**src/rtl/id_ex_stage.sv**
```systemverilog
// Decode-to-execute pipeline register: resolves both ALU operands through
// EX/MEM/WB forwarding, inserts load-use bubbles, and honours hold and flush.
module id_ex_stage #(
    parameter int PC_W   = 32,
    parameter int ALUC_W = 4
) (
    input  logic              clk,
    input  logic              rst,

    input  logic              id_valid,
    input  logic [PC_W-1:0]   id_pc,
    input  logic [4:0]        id_rs,
    input  logic [4:0]        id_rt,
    input  logic [31:0]       id_rs_data,
    input  logic [31:0]       id_rt_data,
    input  logic [31:0]       id_imm,
    input  logic [4:0]        id_shamt,
    input  logic [ALUC_W-1:0] id_aluc,
    input  logic              id_a_sel,
    input  logic              id_b_sel,
    input  logic              id_uses_rs,
    input  logic              id_uses_rt,
    input  logic              id_wreg_en,
    input  logic [4:0]        id_wreg_addr,
    input  logic              id_mem_read,
    input  logic              id_mem_write,

    input  logic [31:0]       ex_result,
    input  logic              mem_wreg_en,
    input  logic [4:0]        mem_wreg_addr,
    input  logic [31:0]       mem_result,
    input  logic              wb_wreg_en,
    input  logic [4:0]        wb_wreg_addr,
    input  logic [31:0]       wb_result,

    input  logic              ex_hold,
    input  logic              flush,

    output logic              ex_valid,
    output logic [PC_W-1:0]   ex_pc,
    output logic [31:0]       ex_a,
    output logic [31:0]       ex_b,
    output logic [ALUC_W-1:0] ex_aluc,
    output logic [31:0]       ex_store_data,
    output logic              ex_wreg_en,
    output logic [4:0]        ex_wreg_addr,
    output logic              ex_mem_read,
    output logic              ex_mem_write,
    output logic              id_stall
);

    logic        ex_fwd_ok;
    logic [31:0] fwd_rs;
    logic [31:0] fwd_rt;
    logic [31:0] next_a;
    logic [31:0] next_b;
    logic        rs_hazard;
    logic        rt_hazard;
    logic        luse;
    logic        load_bubble;
    logic        load_fields;

    // A load in EX has no data yet, so only non-load EX writers can forward.
    assign ex_fwd_ok = ex_valid & ex_wreg_en & ~ex_mem_read;

    always_comb begin
        fwd_rs = id_rs_data;
        if (id_rs == 5'd0)
            fwd_rs = 32'd0;
        else if (ex_fwd_ok && (ex_wreg_addr == id_rs))
            fwd_rs = ex_result;
        else if (mem_wreg_en && (mem_wreg_addr == id_rs))
            fwd_rs = mem_result;
        else if (wb_wreg_en && (wb_wreg_addr == id_rs))
            fwd_rs = wb_result;
    end

    always_comb begin
        fwd_rt = id_rt_data;
        if (id_rt == 5'd0)
            fwd_rt = 32'd0;
        else if (ex_fwd_ok && (ex_wreg_addr == id_rt))
            fwd_rt = ex_result;
        else if (mem_wreg_en && (mem_wreg_addr == id_rt))
            fwd_rt = mem_result;
        else if (wb_wreg_en && (wb_wreg_addr == id_rt))
            fwd_rt = wb_result;
    end

    assign next_a = id_a_sel ? {27'd0, id_shamt} : fwd_rs;
    assign next_b = id_b_sel ? id_imm : fwd_rt;

    assign rs_hazard = id_uses_rs & (id_rs == ex_wreg_addr);
    assign rt_hazard = id_uses_rt & (id_rt == ex_wreg_addr);
    assign luse      = id_valid & ex_valid & ex_mem_read & (ex_wreg_addr != 5'd0)
                     & (rs_hazard | rt_hazard);

    assign id_stall = ex_hold | (luse & ~flush);

    // Flush beats hold; a held register ignores the load-use hazard entirely.
    assign load_bubble = rst | flush | (~ex_hold & luse);
    assign load_fields = ~ex_hold & ~luse;

    always_ff @(posedge clk) begin
        if (load_bubble) begin
            ex_valid      <= 1'b0;
            ex_pc         <= '0;
            ex_a          <= 32'd0;
            ex_b          <= 32'd0;
            ex_aluc       <= '0;
            ex_store_data <= 32'd0;
            ex_wreg_en    <= 1'b0;
            ex_wreg_addr  <= 5'd0;
            ex_mem_read   <= 1'b0;
            ex_mem_write  <= 1'b0;
        end else if (load_fields) begin
            ex_valid      <= id_valid;
            ex_pc         <= id_pc;
            ex_a          <= next_a;
            ex_b          <= next_b;
            ex_aluc       <= id_aluc;
            ex_store_data <= fwd_rt;
            ex_wreg_en    <= id_wreg_en & id_valid;
            ex_wreg_addr  <= id_wreg_addr;
            ex_mem_read   <= id_mem_read & id_valid;
            ex_mem_write  <= id_mem_write & id_valid;
        end
    end

endmodule

```
**config.mk**
```make
export PLATFORM = sky130hd
export DESIGN_NAME = id_ex_stage
export DESIGN_NICKNAME = d
export VERILOG_FILES = /design/src/rtl/id_ex_stage.sv
export SDC_FILE = /design/constraint.sdc
export NUM_CORES = 1
export LEC_CHECK = 0
export BUFFER_PORTS_ARGS = -buffer_cell sky130_fd_sc_hd__buf_2
export CORE_AREA = 2 2 160 162
export DETAILED_ROUTE_END_ITERATION = 16
export DIE_AREA = 0 0 162 164
export GPL_ROUTABILITY_DRIVEN = 0
export GPL_TIMING_DRIVEN = 1
export PLACE_DENSITY_LB_ADDON = 0.12
export SLEW_MARGIN = 30
export SYNTH_ARGS = -nofsm -noshare
export SYNTH_HDL_FRONTEND = slang
export SYNTH_SLANG_ARGS = --single-unit
```
**constraint.sdc**
```tcl
create_clock -name clk -period 4.5 [get_ports clk]
set_input_delay 0.225 -clock clk [delete_from_list [all_inputs] [get_ports clk]]
set_output_delay 0.225 -clock clk [all_outputs]
set_load 0.05 [all_outputs]
```
==> metrics list, run 1 <==
- Grt ovf: 0
- The worst setup path is launched from a register.
* Tightest hold margin: about 38 ps
* Detailed Place HPWL: 24.0 mm
* Total Die Area: approximately 27000 um^2
- Category of cells accounting for the largest share of critical-path delay: simple AND/OR/NAND/NOR gates
- Main combinational cell family by area after synthesis: compound AO/OA/AOI/OAI gates
* Startpoint-to-endpoint class of the critical path: register to register
* Area of the multi-input gates: 4250 um^2
- Time the final worst path needs with I/O delays and setup: 2760 ps
- Core Box Area: 24800 um^2
* Overall Global Routing Usage: 24.4%
- Warnings, synthesis: 0
- Summing the areas of all compound-gate instances in the mapped netlist gives a little under a quarter of the synthesized area.
- Starting density of the core: 30.2%
- The number of hold violations in the final report is 0.
* Multiplexer area fraction after synthesis: 8.68%
- Xor/xnor cell area share of the yosys netlist: 3.50%
- Kind of capture point of the worst setup path: register
- In the final layout, flip-flops and latches occupy 2820 um^2.
- Aggregate negative setup slack: 0 ps
- The analysis attributes to cell leakage a power of 4.92 nW.
- For this design the ratio of total power to cell area is approximately 330 nW/um^2.
* Max_cap viols: 0
* Total setup violations reported at the end of the flow: 0
* Hold buffer count at cts: 0
- Dividing the synthesized area by the synthesized cell count gives 7.97 um^2.
- Count of TritonRoute iterations in the first routing pass: 7
* Cell chain of the critical path: xor2_1 > nor3_1 > nand2_1 > nor3_1 > and2_2 > a221o_1
- Counting every instance in the synthesized netlist gives 941.
- Cells with a size suffix above 1 make up 36.3% of the layout.
- The via count of the first global-routing pass was 8277.
- After detailed routing, the number of vias per cell comes to 5.03.
- Setup repair after global routing missed its margin: false
- The number of max-slew violations in the final report came to 0.
- Together, buffers and inverters on the worst path number 0.
* # rows: 58
- Maximum fanout along the worst path: 27
- Number of antenna violations at the first check in global routing: 6
- STA puts the critical path data arrival time at 3120 ps.
* Total clock buffers created by CTS: 17
* Clock insertion delay at the later pin of the skew report: 420 ps
* Maximum frequency from static timing analysis: 0.362 GHz
- Critical path's slowest cell: and2_2
* EDFF count, synth: 0
- VDD sags by at most 0.000222 V.
- For this block, the routed nets add up to 33.4 mm of wire.
- Biggest cell delay along the critical path: slightly below 800 ps
- After detailed placement, the design holds a cell count of 1619.
- Data required, critical path: slightly below 5000 ps
- Total of flip-flops plus latches after synthesis: 141
- After layout, the worst path uses between 60% and 70% of the clock period.
* Post-CTS clock slew at the launch and capture registers of the worst setup and hold paths: roughly 70 ps
* Setup Fix Bufs, Post-CTS: 0
* Synth-to-Final Area Change: 39.5%
- After detailed routing, the number of remaining DRC violations is 0.
* Type of the most critical hold path: primary input to register
- For this design the top-level I/O count stands at 414.
- Number of clock sinks: ~140
* Simple logic cell fraction of the synthesized area: 20.4%
- Entering global routing, the biggest net connects 82 pins.
- Once detail routing completed, the nets flagged for antenna violations numbered 0.
- TritonCTS built the clock tree.
* Root Buffer: clkbuf_16
- Clock tree buffer depth: 2
- For this run, the share of the core covered by cells in the final layout is 42.2%.
* Die X-Extent: 162 um
- After detailed routing, the average wire length per cell comes to 20.2 um.
- Post-synthesis share of cell area spent on full adders, half adders and majority gates: 0%
- The clock arrives with 14.0 ps of skew.
- The finished layout holds around 1700 standard cells, fillers aside.
- Die height: ~160 um
* Asr flop ratio synth: 0%
- The H-tree generated during clock tree synthesis spans 4 levels.
- At the end of the flow, the number of nets in the layout was 1581.
- Status: complete, no violations
* Worst Max-Slew Pin Slew: 918 ps
- The first global-routing pass estimated 49.2 mm of wire.
* Primary flip-flop cell chosen by synthesis mapping: dfxtp_1
- Most numerous cell on the critical path: nor3_1
* Register area share after synthesis: 37.6%
- Port buffering added 413 buffers.
- Cell variety after synth: 36
- After filler insertion, the fill cell instance count of the layout stands at 2657.
- Across all layers, the routed design uses 8337 vias.
- The first routing iteration left 479 violations.
* Synth Net Count: 1213
- Once the clock tree was built, the resizer swapped 0 gates to a different size.
* Relative slew margins: 38.8%
* Cell area after technology mapping: 7500 um^2
worst reg2reg max path: stages (launching register included):
cell and delay, ps:
dfxtp_1 360, xor2_1 180, nor3_1 270, nand2_1 110
nor3_1 680, and2_2 790, a221o_1 310
metrics by stage:
step,total power [mW],worst slack [ps],instance area [um^2]
detailed placement,2.03,1750,9850
floorplan,1.74,1700,7500
global route,3.56,1550,10500
global placement,2.02,1700,9740
CTS,3.44,1750,10400
finish,3.42,1740,10500
flip-flops by register name (all words and copies together) (netlist names):
register and flops:
ex_wreg_en 1, ex_store_data 32, ex_mem_write 1, ex_wreg_addr 5, ex_pc 32, ex_mem_read 1, ex_b 32, ex_aluc 4
ex_valid 1, ex_a 32
cells by family (layout without fill, tap and decap cells):
group / count (synthesis) / after routing
AND/OR/NAND/NOR: 341 / 341
AO/OA/AOI/OAI: 252 / 252
flip-flops: 141 / 141
buffers and inverters: 112 / 493
multiplexers: 65 / 65
XOR/XNOR: 30 / 30
other: 0 / 5
cell usage in the layout (no fill, tap or decap), types with 24 or more instances in the layout:
cell	netlist	routed
a21oi_1	78	78
a221o_1	64	64
and3_1	31	28
buf_2	18	413
dfxtp_1	141	141
inv_1	34	34
mux2i_1	65	65
nand2_1	178	178
nand2b_1	32	32
nand3_1	39	38
nor2_1	44	42
o21ai_0	34	34
o21ai_1	29	27
o22ai_1	32	32
xor2_1	24	24
area by class of cell:
type	count	share of cell area [%]
clock buffers	19	4.23
diodes	5	0.120
inverters	35	1.26
clock inverters	13	1.23
flip-flops and latches	141	27.0
multi-input cells	688	40.6
well taps	330	3.95
repair buffers	426	21.6
power breakdown:
part	total [mW]	internal, mW	switching (mW)
Clock	1.42	0.789	0.628
Sequential	1.32	1.29	0.0249
Combinational	0.682	0.236	0.446
Total	3.42	2.32	1.10
Yosys cell counts (2+ instances only):
library cell  number  area [um^2]
buf_4              8         60.1
mux2i_1           65          651
xor2_1            24          210
and2_1             3         18.8
and3_1            31          194
buf_2             18         90.1
nor4_1             4         25.0
a21oi_1           78          390
o21ai_0           34          170
clkbuf_1          45          169
dfxtp_1          141         2820
o21ai_1           29          145
inv_1             34          128
clkbuf_4           2         15.0
nand2b_1          32          200
nand3_1           39          195
buf_6              4         45.0
a221o_1           64          641
o221a_2            5         56.3
nor3_1             5         25.0
nand2_1          178          668
a211oi_1           5         37.5
xnor2_1            6         52.6
o22ai_1           32          200
nor2_1            44          165
layer usage:
metal	global-route usage (%)	routed length, um
met1	29.0	13700
met2	42.7	16300
met3	6.36	2670
met4	8.65	700
met5	0	16
worst paths after layout:
check,startpoint,end,slack (ps),cells past startpoint
worst max register to register,ex_wreg_addr[2]$_SDFFE_PP0P_,ex_a[16]$_SDFFE_PP0P_,1740,6
worst min register to register,ex_store_data[31]$_SDFFE_PP0P_,ex_store_data[31]$_SDFFE_PP0P_,440,2
worst min-delay path,id_pc[29],ex_pc[29]$_SDFFE_PP0P_,40,3
worst max-delay path,ex_wreg_addr[2]$_SDFFE_PP0P_,ex_a[16]$_SDFFE_PP0P_,1740,6
No activity file was read; power rests on OpenSTA's default activity.
==> inputs of run 2 (changes only) <==
- CORE_AREA: 2 2 160 162 -> 2 2 162 164
- DIE_AREA: 0 0 162 164 -> 0 0 164 166
- clock period: 4.5 -> 2.74 ns (I/O delays scaled with it)
==> metrics list, run 2 (synthesis results as in run 1) <==
- The net switching power was 1.76 mW (+60%).
- The slowest stage of the critical path is the dfxtp_1 cell.
* DRC violation count after routing: 0 (unchanged)
- The total core area came to 25600 um^2 (+3.2%).
- Tcrit/Tclk final: between 80% and 90%
* Maximum frequency from static timing analysis: 0.423 GHz
- Leakage power: 5.28 nW (+7.4%)
* Max_cap viols: 0 (unchanged)
- DRT Wirelength: 34.1 mm (+2.2%)
- Starting density of the core: 29.3% (-0.94 points)
* Worst Max-Slew Pin Slew: 818 ps (-99.8 ps)
- IO Pins: 414 (unchanged)
- Grt ovf: 0 (unchanged)
- First-pass GRT wire length: 51.1 mm (+4.0%)
- The post-route setup TNS is 0 ps (unchanged).
- Data required, critical path: 2600 ps (-2250 ps)
* Setup Fix Bufs, Post-CTS: 0 (unchanged)
* Count of TritonRoute iterations in the first routing pass: 6 (-1)
* Worst Path Arrival: 2220 ps (-900 ps)
- The peak ir drop on the vdd network came to 0.000284 V (+28%).
- The combinational power share was 20.8% (+0.8 points).
- The clock transition time at the flip-flop clock pins of the worst setup and hold paths came to 70 ps (about the same).
- The total routing resource utilization after global routing is 24.6% (+0.17 points).
- The delay contributed by the slowest stage of the critical path came to 370 ps (-420 ps).
* Part of the total power dissipated in sequential elements: 37.4% (-1.2 points)
- The placement row count was 59 (+1.7%).
- Category of cells accounting for the largest share of critical-path delay: compound AO/OA/AOI/OAI gates
* Count of input and output buffers: 413 (unchanged)
- The buffer depth of the longest clock path came to 2 (unchanged).
- Synth-to-Final Area Change: 50.6%
* Maximum fanout along the worst path: 5 (-81%)
- The worst reg2reg path depth was 7 (+1).
* Total clock buffers created by CTS: 17 (unchanged)
- Detailed Place HPWL: 25.1 mm (+4.5%)
- Final ANT Viol Nets: 0 (unchanged)
- The proportion of layout cells with a drive suffix above 1 came to 35.0% (-1.3 points).
- Die height: 166 um (+1.2%)
- The total of endpoints with negative setup slack in the final report was 0 (unchanged).
- The minimum hold slack was 22.4 ps (-15.1 ps).
- Number of buffer and inverter instances along the worst setup path: 1 (+1)
- In the layout the commonest cells are buf_2, nand2_1, dfxtp_1.
- The power per standard cell area is 514 nW/um^2 (+57%).
- Fin. max-slew vios: 0 (unchanged)
* Startpoint-to-endpoint class of the critical path: register to output port
* Hold buffer count at cts: 69 (+69)
* Share of the core filled with cells: 44.1% (+1.9 points)
* P_int: 4.04 mW (+74%)
- Number of vias after detailed routing: 8637 (+3.6%)
- Nature of the critical path startpoint: register
* Cell chain of the critical path: xor2_1 > nor3_1 > a32o_2 > nand2_1 > o21ai_0 > buf_2
- STA classifies the critical path endpoint as an output port.
- Root Buffer: clkbuf_16
* Iteration-0 DRC Markers: 587 (+23%)
* Clock Skew: 10.6 ps (-3.45 ps)
* Routed vias/inst: 4.96 (-1.3%)
- Worst slack at placement: 373 ps (-1380 ps)
- Combined flip-flop and latch cell area: 2820 um^2 (unchanged)
* Count of nets after finishing: 1661 (+5.1%)
- The final routed wire length divided by cell count is 19.6 um (-2.6%).
* Area of the multi-input gates: 4240 um^2 (about the same)
- The setup slack after layout is 378 ps (-1360 ps).
* Status: complete, no violations
- CTS tree: done
- The sink count of the clock tree was 141 (unchanged).
- The count of cell instances traversed by the critical path was 6 (unchanged).
- The count of instances resized after the clock tree is built is 0 (unchanged).
- The die outline width is 164 um (+1.2%).
- The number of hold violations in the final report was 0 (unchanged).
- Relative slew margins: 45.5% (+6.7 points)
- Setup repair after global routing left no endpoint under its margin.
* Type of the most critical hold path: primary input to register
- Final Non-Filler Cells: 1740 (+5.0%)
* Pin count of the biggest net entering global routing: 70 (-15%)
* Placed instance count: 1634 (+0.93%)
- Switching power share of the total: 30.4% (-1.8 points)
- The clock share of power came to 41.8% (+0.3 points).
* Number of antenna violations at the first check in global routing: 6 (unchanged)
- Total Die Area: 27200 um^2 (+2.5%)
* Time the final worst path needs with I/O delays and setup: 2360 ps
- The clock latency of the later-clocked register in the worst-skew pair was 420 ps (about the same).
- # H-tree levels: 4 (unchanged)
* Number of global-route vias before repair: 8734 (+5.5%)
- Worst hold path depth: 2 (-1)
- Number of fill cells in the layout: 2622 (-1.3%)
- The library cell used most frequently in the layout, excluding fill and tap cells, is buf_2.
## run 2: cell count changes in the layout (fill, tap and decap cells not counted), sizes merged
cell and delta:
buf +11, clkbuf -1, clkinvlp -1, bufinv +2, clkinv +1, inv -3
dlygate4sd3 +69
## run 2: per-stage QoR
step	power [mW]	cell area [um^2]
floorplan	2.86	7500
global placement	3.33	9900
detailed placement	3.34	9930
CTS	5.84	11200
global route	6.04	11300
finish	5.80	11300
## run 2: layout make-up
| cell class | count | area share [%] |
|---|---|---|
| Multi-Input combinational cell | 688 | 37.6 |
| Timing Repair Buffer | 506 | 27.1 |
| Sequential cell | 141 | 25.0 |
| Clock buffer | 18 | 3.89 |
| Tap cell | 335 | 3.71 |
| Clock inverter | 12 | 1.45 |
| Inverter | 35 | 1.16 |
| Antenna cell | 5 | 0.111 |
## run 2: power groups by stage
stage,logic (mW),clock network (mW),registers [mW]
final,1.21,2.42,2.17
after global routing,1.30,2.57,2.18
after CTS,1.20,2.47,2.17
after detailed placement,1.12,0,2.21
after global placement,1.12,0,2.21
after floorplan,0.384,0,2.47
## run 2: worst paths after layout
path / startpoint / end / slack, ps
worst min register to register: ex_store_data[24]$_SDFFE_PP0P_ / ex_store_data[24]$_SDFFE_PP0P_ / 440
worst min-delay path: ex_result[29] / ex_a[29]$_SDFFE_PP0P_ / 20
worst max-delay path: ex_wreg_addr[1]$_SDFFE_PP0P_ / id_stall / 380
worst max register to register: ex_wreg_addr[1]$_SDFFE_PP0P_ / ex_b[1]$_SDFFE_PP0P_ / 450
## run 2: layer usage
layer | up-vias | global-route usage, % | wire length [um] | part of all wire, %
met5 | - | 0 | 13 | 0.038
met4 | 2 | 7.63 | 689 | 2.0
met3 | 41 | 6.39 | 2740 | 8.0
met2 | 362 | 40.3 | 16200 | 48
met1 | 3996 | 31.6 | 14500 | 42
li1 | 4236 | - | - | -
